$ cat src/rtl/wb_stage_ext_if.sv
// wb_stage_ext_if
//   Bundles the MEM->WB handshake and result bus of the writeback stage.
//   Modport slave is used by the writeback stage itself. Modport master is
//   used by whatever feeds it, typically the MEM stage or a testbench.
//   Inputs to the stage:
//     wb_valid, wb_stall, wb_flush, rd, wb_data, mem_data,
//     ld_instr, ld_funct3, ld_addr_lo, fp_dest.
//   Outputs from the stage:
//     rd_out, wb_data_out, reg_write_enable, fp_write_enable,
//     load_fault, retire_count.
interface wb_stage_ext_if #(
  parameter int XLEN  = 32,
  parameter int RA_W  = 5,
  parameter int CNT_W = 64
) ();
  localparam int OFF_W = $clog2(XLEN / 8);

  logic             wb_valid;
  logic             wb_stall;
  logic             wb_flush;
  logic [RA_W-1:0]  rd;
  logic [XLEN-1:0]  wb_data;
  logic [XLEN-1:0]  mem_data;
  logic             ld_instr;
  logic [2:0]       ld_funct3;
  logic [OFF_W-1:0] ld_addr_lo;
  logic             fp_dest;

  logic [RA_W-1:0]  rd_out;
  logic [XLEN-1:0]  wb_data_out;
  logic             reg_write_enable;
  logic             fp_write_enable;
  logic             load_fault;
  logic [CNT_W-1:0] retire_count;

  modport master (
    output wb_valid, wb_stall, wb_flush, rd, wb_data, mem_data,
           ld_instr, ld_funct3, ld_addr_lo, fp_dest,
    input  rd_out, wb_data_out, reg_write_enable, fp_write_enable,
           load_fault, retire_count
  );

  modport slave (
    input  wb_valid, wb_stall, wb_flush, rd, wb_data, mem_data,
           ld_instr, ld_funct3, ld_addr_lo, fp_dest,
    output rd_out, wb_data_out, reg_write_enable, fp_write_enable,
           load_fault, retire_count
  );
endinterface

$ cat src/rtl/wb_stage_ext.sv
// wb_stage_ext
//   Registered writeback stage of the RV32IF pipeline. It sits between the
//   MEM stage and the integer and FP register files. The stage does the
//   following:
//     - selects either the ALU/FPU result or the load data;
//     - extracts sub-word loads from the aligned memory word, with sign or
//       zero extension;
//     - steers the write to the integer or FP register file;
//     - suppresses integer writes to x0;
//     - reports misaligned or illegal loads;
//     - counts retired instructions.
//   Priority at each clock edge is flush, then stall, then capture.
//   Ports:
//     clk  rising-edge clock
//     rst  asynchronous reset, active low
//     bus  wb_stage_ext_if.slave (see the interface file for signal list)
//   XLEN must be 32 or 64.
module wb_stage_ext #(
  parameter int XLEN  = 32,
  parameter int RA_W  = 5,
  parameter int CNT_W = 64
) (
  input  logic           clk,
  input  logic           rst,
  wb_stage_ext_if.slave  bus
);
  localparam int OFF_W = $clog2(XLEN / 8);

  logic [RA_W-1:0]  rd_q, rd_d;
  logic [XLEN-1:0]  data_q, data_d;
  logic             rwe_q, rwe_d;
  logic             fwe_q, fwe_d;
  logic             fault_q, fault_d;
  logic [CNT_W-1:0] cnt_q, cnt_d;

  logic [OFF_W+2:0] shamt;
  logic [XLEN-1:0]  shifted;
  logic             ld_ok;
  logic [XLEN-1:0]  ld_val;

  // Move the addressed byte lane down to bit 0.
  // Every load type then reads its value from the low bits.
  assign shamt   = {bus.ld_addr_lo, 3'b000};
  assign shifted = bus.mem_data >> shamt;

  // Load decode: a legality flag plus the extended value.
  // An FP destination accepts only FLW, so any other width is a fault.
  always_comb begin
    ld_ok  = 1'b0;
    ld_val = bus.mem_data;
    case (bus.ld_funct3)
      3'b000: begin
        ld_ok  = 1'b1;
        ld_val = {{(XLEN-8){shifted[7]}}, shifted[7:0]};
      end
      3'b100: begin
        ld_ok  = 1'b1;
        ld_val = {{(XLEN-8){1'b0}}, shifted[7:0]};
      end
      3'b001: begin
        ld_ok  = ~bus.ld_addr_lo[0];
        ld_val = {{(XLEN-16){shifted[15]}}, shifted[15:0]};
      end
      3'b101: begin
        ld_ok  = ~bus.ld_addr_lo[0];
        ld_val = {{(XLEN-16){1'b0}}, shifted[15:0]};
      end
      3'b010: begin
        ld_ok  = (bus.ld_addr_lo[1:0] == 2'b00);
        ld_val = XLEN'($signed(shifted[31:0]));
      end
      3'b110: begin
        ld_ok  = (XLEN == 64) && (bus.ld_addr_lo[1:0] == 2'b00);
        ld_val = XLEN'(shifted[31:0]);
      end
      3'b011: begin
        ld_ok  = (XLEN == 64) && (bus.ld_addr_lo == '0);
        ld_val = shifted;
      end
      default: begin
        ld_ok  = 1'b0;
        ld_val = bus.mem_data;
      end
    endcase
    if (bus.fp_dest && (bus.ld_funct3 != 3'b010)) begin
      ld_ok = 1'b0;
    end
  end

  // Next-state logic.
  // The strobes and the fault flag last one cycle: they clear by default.
  // A faulting load still updates rd and the data (with the raw word),
  // but it does not retire.
  always_comb begin
    rd_d    = rd_q;
    data_d  = data_q;
    rwe_d   = 1'b0;
    fwe_d   = 1'b0;
    fault_d = 1'b0;
    cnt_d   = cnt_q;
    if (!bus.wb_flush && !bus.wb_stall && bus.wb_valid) begin
      rd_d = bus.rd;
      if (bus.ld_instr && !ld_ok) begin
        fault_d = 1'b1;
        data_d  = bus.mem_data;
      end else begin
        data_d = bus.ld_instr ? ld_val : bus.wb_data;
        rwe_d  = ~bus.fp_dest && (bus.rd != '0);
        fwe_d  = bus.fp_dest;
        cnt_d  = cnt_q + CNT_W'(1);
      end
    end
  end

  // All outputs are registered and clear asynchronously on reset.
  always_ff @(posedge clk or negedge rst) begin
    if (!rst) begin
      rd_q    <= '0;
      data_q  <= '0;
      rwe_q   <= 1'b0;
      fwe_q   <= 1'b0;
      fault_q <= 1'b0;
      cnt_q   <= '0;
    end else begin
      rd_q    <= rd_d;
      data_q  <= data_d;
      rwe_q   <= rwe_d;
      fwe_q   <= fwe_d;
      fault_q <= fault_d;
      cnt_q   <= cnt_d;
    end
  end

  assign bus.rd_out           = rd_q;
  assign bus.wb_data_out      = data_q;
  assign bus.reg_write_enable = rwe_q;
  assign bus.fp_write_enable  = fwe_q;
  assign bus.load_fault       = fault_q;
  assign bus.retire_count     = cnt_q;
endmodule

$ cat src/flat_wrapper.sv
// flat-port wrapper written by rule: the top's interface ports become plain ports
module wb_stage_ext_flat 
#(
  parameter int XLEN  = 32,
  parameter int RA_W  = 5,
  parameter int CNT_W = 64
)
  (clk, rst, bus_wb_valid, bus_wb_stall, bus_wb_flush, bus_rd, bus_wb_data, bus_mem_data, bus_ld_instr, bus_ld_funct3, bus_ld_addr_lo, bus_fp_dest, bus_rd_out, bus_wb_data_out, bus_reg_write_enable, bus_fp_write_enable, bus_load_fault, bus_retire_count);
  wb_stage_ext_if #(.XLEN(XLEN), .RA_W(RA_W), .CNT_W(CNT_W)) bus_i ();
  input  logic clk;
  input  logic rst;
  input wire logic [$bits(bus_i.wb_valid)-1:0] bus_wb_valid;
  input wire logic [$bits(bus_i.wb_stall)-1:0] bus_wb_stall;
  input wire logic [$bits(bus_i.wb_flush)-1:0] bus_wb_flush;
  input wire logic [$bits(bus_i.rd)-1:0] bus_rd;
  input wire logic [$bits(bus_i.wb_data)-1:0] bus_wb_data;
  input wire logic [$bits(bus_i.mem_data)-1:0] bus_mem_data;
  input wire logic [$bits(bus_i.ld_instr)-1:0] bus_ld_instr;
  input wire logic [$bits(bus_i.ld_funct3)-1:0] bus_ld_funct3;
  input wire logic [$bits(bus_i.ld_addr_lo)-1:0] bus_ld_addr_lo;
  input wire logic [$bits(bus_i.fp_dest)-1:0] bus_fp_dest;
  output wire logic [$bits(bus_i.rd_out)-1:0] bus_rd_out;
  output wire logic [$bits(bus_i.wb_data_out)-1:0] bus_wb_data_out;
  output wire logic [$bits(bus_i.reg_write_enable)-1:0] bus_reg_write_enable;
  output wire logic [$bits(bus_i.fp_write_enable)-1:0] bus_fp_write_enable;
  output wire logic [$bits(bus_i.load_fault)-1:0] bus_load_fault;
  output wire logic [$bits(bus_i.retire_count)-1:0] bus_retire_count;
  assign bus_i.wb_valid = bus_wb_valid;
  assign bus_i.wb_stall = bus_wb_stall;
  assign bus_i.wb_flush = bus_wb_flush;
  assign bus_i.rd = bus_rd;
  assign bus_i.wb_data = bus_wb_data;
  assign bus_i.mem_data = bus_mem_data;
  assign bus_i.ld_instr = bus_ld_instr;
  assign bus_i.ld_funct3 = bus_ld_funct3;
  assign bus_i.ld_addr_lo = bus_ld_addr_lo;
  assign bus_i.fp_dest = bus_fp_dest;
  assign bus_rd_out = bus_i.rd_out;
  assign bus_wb_data_out = bus_i.wb_data_out;
  assign bus_reg_write_enable = bus_i.reg_write_enable;
  assign bus_fp_write_enable = bus_i.fp_write_enable;
  assign bus_load_fault = bus_i.load_fault;
  assign bus_retire_count = bus_i.retire_count;
  wb_stage_ext #(.XLEN(XLEN), .RA_W(RA_W), .CNT_W(CNT_W)) u_core (.clk(clk), .rst(rst), .bus(bus_i));
endmodule
$ cat config.mk
export PLATFORM = sky130hd
export DESIGN_NAME = wb_stage_ext_flat
export DESIGN_NICKNAME = d
export VERILOG_FILES = /design/src/rtl/wb_stage_ext_if.sv /design/src/rtl/wb_stage_ext.sv /design/src/flat_wrapper.sv
export SDC_FILE = /design/constraint.sdc
export NUM_CORES = 1
export LEC_CHECK = 0
export CAP_MARGIN = 20
export CORE_UTILIZATION = 47
export DETAILED_ROUTE_END_ITERATION = 8
export MAX_ROUTING_LAYER = met4
export PLACE_DENSITY_LB_ADDON = 0.12
export SYNTH_ARGS = -nofsm -noshare
export SYNTH_HDL_FRONTEND = slang
export SYNTH_SLANG_ARGS = --single-unit
$ cat constraint.sdc
create_clock -name clk -period 2.6 [get_ports clk]
set_input_delay 0.52 -clock clk [delete_from_list [all_inputs] [get_ports clk]]
set_output_delay 0.52 -clock clk [all_outputs]
set_load 0.05 [all_outputs]
==> flow_summary.ini, run 1 <==
[outcome]
outcome = complete, no violations

[clock_network]
clock_tree_from_tritoncts = done
post_cts_buffers = 0
tritoncts.num_buffers = 9
cts-hold-fix-buffers = 0
clk_path_buf_depth = 2
post_cts_resized = 0
insertion_delay_ns = 0.35
htreeDepth = 3
clkSlewWorstSetupHoldPaths_ns = 0.07
clockRootBuffer = sky130_fd_sc_hd__clkbuf_16
clock_sink_count = 104

[die]
dieArea_um2 = 13100
die_h_um = 114
floorplan.core_area_um2 = 12200
effective_utilization_at_floorplan_pct = 48.7
die_width_um = 114
floorplan.io_pins = 185
placement_rows = 40

[grt]
globalRoute.totalOverflow = 0
wire_length_of_the_first_global_routing_pass_um = 29600
track_usage_pct = 30.1
antenna_violations_before_repair = 0
maximum_number_of_pins_on_one_net_before_global_route_repair = 41
grt_pass1_vias = 5794

[critical_path]
worst_setup_path_start_kind = primary input
r2r-start = u_core.bus.retire_count[31]
slowest_delay_ns = 0.59
required_ns = 2.81
slowest_stage = sky130_fd_sc_hd__a2111oi_0
worst_setup_path_end_kind = flip-flop
crit_fanout = 15
critical_path.n_buffers_inverters = 4
worstPathArrival_ns = 2.75
critical_path_class = primary input to flip-flop
worstReg2RegEnd = u_core.bus.retire_count[63]
cp_cell_sequence = clkdlybuf4s50_1 -> buf_4 -> nor4b_1 -> buf_4 -> a21oi_1 -> buf_4 -> a2111oi_0 -> o21ai_0
reg2reg_setup_slack_ns = 0.53
worst_r2r_path_depth = 5
crit_family = buffers and inverters
critPathMostFrequentCell = sky130_fd_sc_hd__buf_4

[sta]
fin_hold_ws_ns = 0.113
slew_limit_fails = 0
max_freq_mhz = 393
timing.clock.skew_ns = 0.00747
unrepaired_setup_endpoints_after_global_routing = false
tns_ns = 0
timing_worst_slew_pin_value_ns = 0.581
setup_violators_final = 0
finalHoldViolations = 0
finalCriticalPeriod_ns = 2.54
fin_crit_sh_pct = 97.8
worst_slew_margin_rel_pct = 60.3

[placement]
place.gp.congestion = 0.928
place.port_buffers = 184
detailed_place_hpwl_um = 13700

[layout]
layout_overhead_on_the_synthesized_area_pct = 46.0
final_nets = 919
n_antenna_cell = 0
drive_gt1_share_pct = 14.5

[yosys]
avgSynthCellArea_um2 = 9.63
asyncSetResetFlopFracSynth_pct = 100
ys_dominant_reg_cell = sky130_fd_sc_hd__dfrtp_1
synth_nets = 697
ys_warn_count = 0
synth_area_um2 = 5920
synth-edff-count = 0
yosysSeqAreaShare_pct = 43.9
count_of_state_elements_after_synthesis = 104
yosys.cell_types.count = 65
postSynthCellCount = 615

[routing]
routed_wl_um = 18200
via_per_inst = 5.75
drtPass1Iterations = 5
wl_per_cell_um = 18.0
vias = 5806
detailedRoute.firstIterationViolations = 444
post_route_ant_nets = 0
remaining_drcs = 0

[pwr]
cellPowerDensity_nw_per_um2 = 568
leakage_uw = 0.00379
ir_worst_vdd_v = 0.000457

[hold_path]
hold_class = primary input to async pin

[job]
max_cap_viol_count = 0
[worst max-delay path by stage]
stage	slack [ns]	cells after the start	from	end
finish	0.06	8	bus_ld_funct3[0]	u_core.bus.wb_data_out[5]
detailed placement	-0.32	8	bus_ld_funct3[0]	u_core.bus.wb_data_out[5]
CTS	0.07	8	bus_ld_funct3[0]	u_core.bus.wb_data_out[5]
floorplan	0.24	5	u_core.bus.retire_count[15]	u_core.bus.retire_count[31]
global route	0.004	8	bus_ld_funct3[0]	u_core.bus.wb_data_out[2]
global placement	-0.22	8	bus_ld_funct3[0]	u_core.bus.wb_data_out[5]
[registers in the layout, indices dropped and copies added (netlist names)]
signal / flops
u_core.bus.fp_write_enable: 1
u_core.bus.load_fault: 1
u_core.bus.rd_out: 5
u_core.bus.reg_write_enable: 1
u_core.bus.retire_count: 64
u_core.bus.wb_data_out: 32
[cell usage after synthesis (9+ instances only)]
library cell,number,area share (%)
sky130_fd_sc_hd__dfrtp_1,104,44
sky130_fd_sc_hd__nand2_1,58,3.7
sky130_fd_sc_hd__nor2_1,54,3.4
sky130_fd_sc_hd__xor2_1,40,5.9
sky130_fd_sc_hd__nand3_1,34,2.9
sky130_fd_sc_hd__a21oi_1,25,2.1
sky130_fd_sc_hd__xnor2_1,23,3.4
sky130_fd_sc_hd__and3_1,22,2.3
sky130_fd_sc_hd__o21ai_0,22,1.9
sky130_fd_sc_hd__clkbuf_1,18,1.1
sky130_fd_sc_hd__nand4_1,17,1.8
sky130_fd_sc_hd__mux2_2,16,3.0
sky130_fd_sc_hd__inv_1,14,0.89
sky130_fd_sc_hd__nor4_1,13,1.4
sky130_fd_sc_hd__buf_2,10,0.84
sky130_fd_sc_hd__nor3_1,9,0.76
sky130_fd_sc_hd__nor4_2,9,1.9
[logic make-up (layout without fill, tap and decap cells)]
kind of cell,count (synthesis),in the layout,share of synthesized area (%)
compound gates,133,133,16.1
xor+xnor,63,63,9.31
fa+ha+maj,1,1,0.211
buf+inv,50,277,3.70
flops,104,104,43.9
mux,25,25,4.77
simple gates,239,239,22.0
[worst reg2reg max path, cell delays in order (launching register included)]
cell and delay [ns]:
sky130_fd_sc_hd__dfrtp_1 0.40, sky130_fd_sc_hd__nand3_1 0.23, sky130_fd_sc_hd__nor4_2 0.39, sky130_fd_sc_hd__nand3_2 0.36, sky130_fd_sc_hd__nor4_1 0.43, sky130_fd_sc_hd__xor2_1 0.18
[cells in the final DEF (no fill, tap or decap), types with 14 or more instances in the layout]
cell,n
sky130_fd_sc_hd__nand3_1,34
sky130_fd_sc_hd__clkdlybuf4s50_1,183
sky130_fd_sc_hd__xnor2_1,23
sky130_fd_sc_hd__nor2_1,54
sky130_fd_sc_hd__and3_1,22
sky130_fd_sc_hd__xor2_1,40
sky130_fd_sc_hd__a21oi_1,25
sky130_fd_sc_hd__buf_4,59
sky130_fd_sc_hd__nand4_1,17
sky130_fd_sc_hd__dfrtp_1,104
sky130_fd_sc_hd__nand2_1,58
sky130_fd_sc_hd__inv_1,14
sky130_fd_sc_hd__mux2_2,16
sky130_fd_sc_hd__o21ai_0,22
[area by class of cell]
class | instances | area (um2)
Timing Repair Buffer | 246 | 2350
Tap cell | 168 | 210
Clock inverter | 6 | 90.1
Fill cell | 915 | 3510
Sequential cell | 104 | 2600
Inverter | 15 | 56.3
Clock buffer | 10 | 229
Multi-Input combinational cell | 461 | 3110
[metrics by stage]
step / total power (uW) / area, um2 / cells / utilization (%) / worst slack, ns
CTS: 4950 / 8650 / 1010 / 71.1 / 0.0732
global route: 5110 / 8650 / 1010 / 71.1 / 0.00355
floorplan: 2790 / 5920 / 615 / - / 0.237
global placement: 3440 / 8330 / 994 / 68.5 / -0.220
detailed placement: 3470 / 8330 / 994 / 68.5 / -0.319
finish: 4920 / 8650 / 1010 / 71.1 / 0.0580
[where the power goes]
part           switching, uW  internal [uW]  leakage [uW]  total (uW)
clock                    629            850      0.000153        1480
combinational            952            592       0.00231        1540
sequential               126           1770       0.00132        1890
total                   1710           3210       0.00379        4920
[per-layer routing]
| metal | vias to the layer above | global-route usage (%) | part of all wire [%] |
|---|---|---|---|
| li1 | 2700 | - | - |
| met1 | 2798 | 37.0 | 42 |
| met2 | 265 | 49.0 | 49 |
| met3 | 43 | 3.97 | 6.2 |
| met4 | 0 | 14.7 | 3.3 |
| met5 | - | - | 0 |
(Power assumes the default switching activity.)
==> run 2, diff against run 1 <==
- CTS_CLUSTER_DIAMETER: default -> 200
- CTS_CLUSTER_SIZE: default -> 25
==> results of run 2 <==
The final DEF is identical to that of run 1; final timing and power are the same.
==> run 3, diff against run 2 <==
- SKIP_CTS_REPAIR_TIMING: default -> 1
- TNS_END_PERCENT: default -> 10
==> results of run 3 <==
The final DEF is identical to that of run 1; final timing and power are the same.
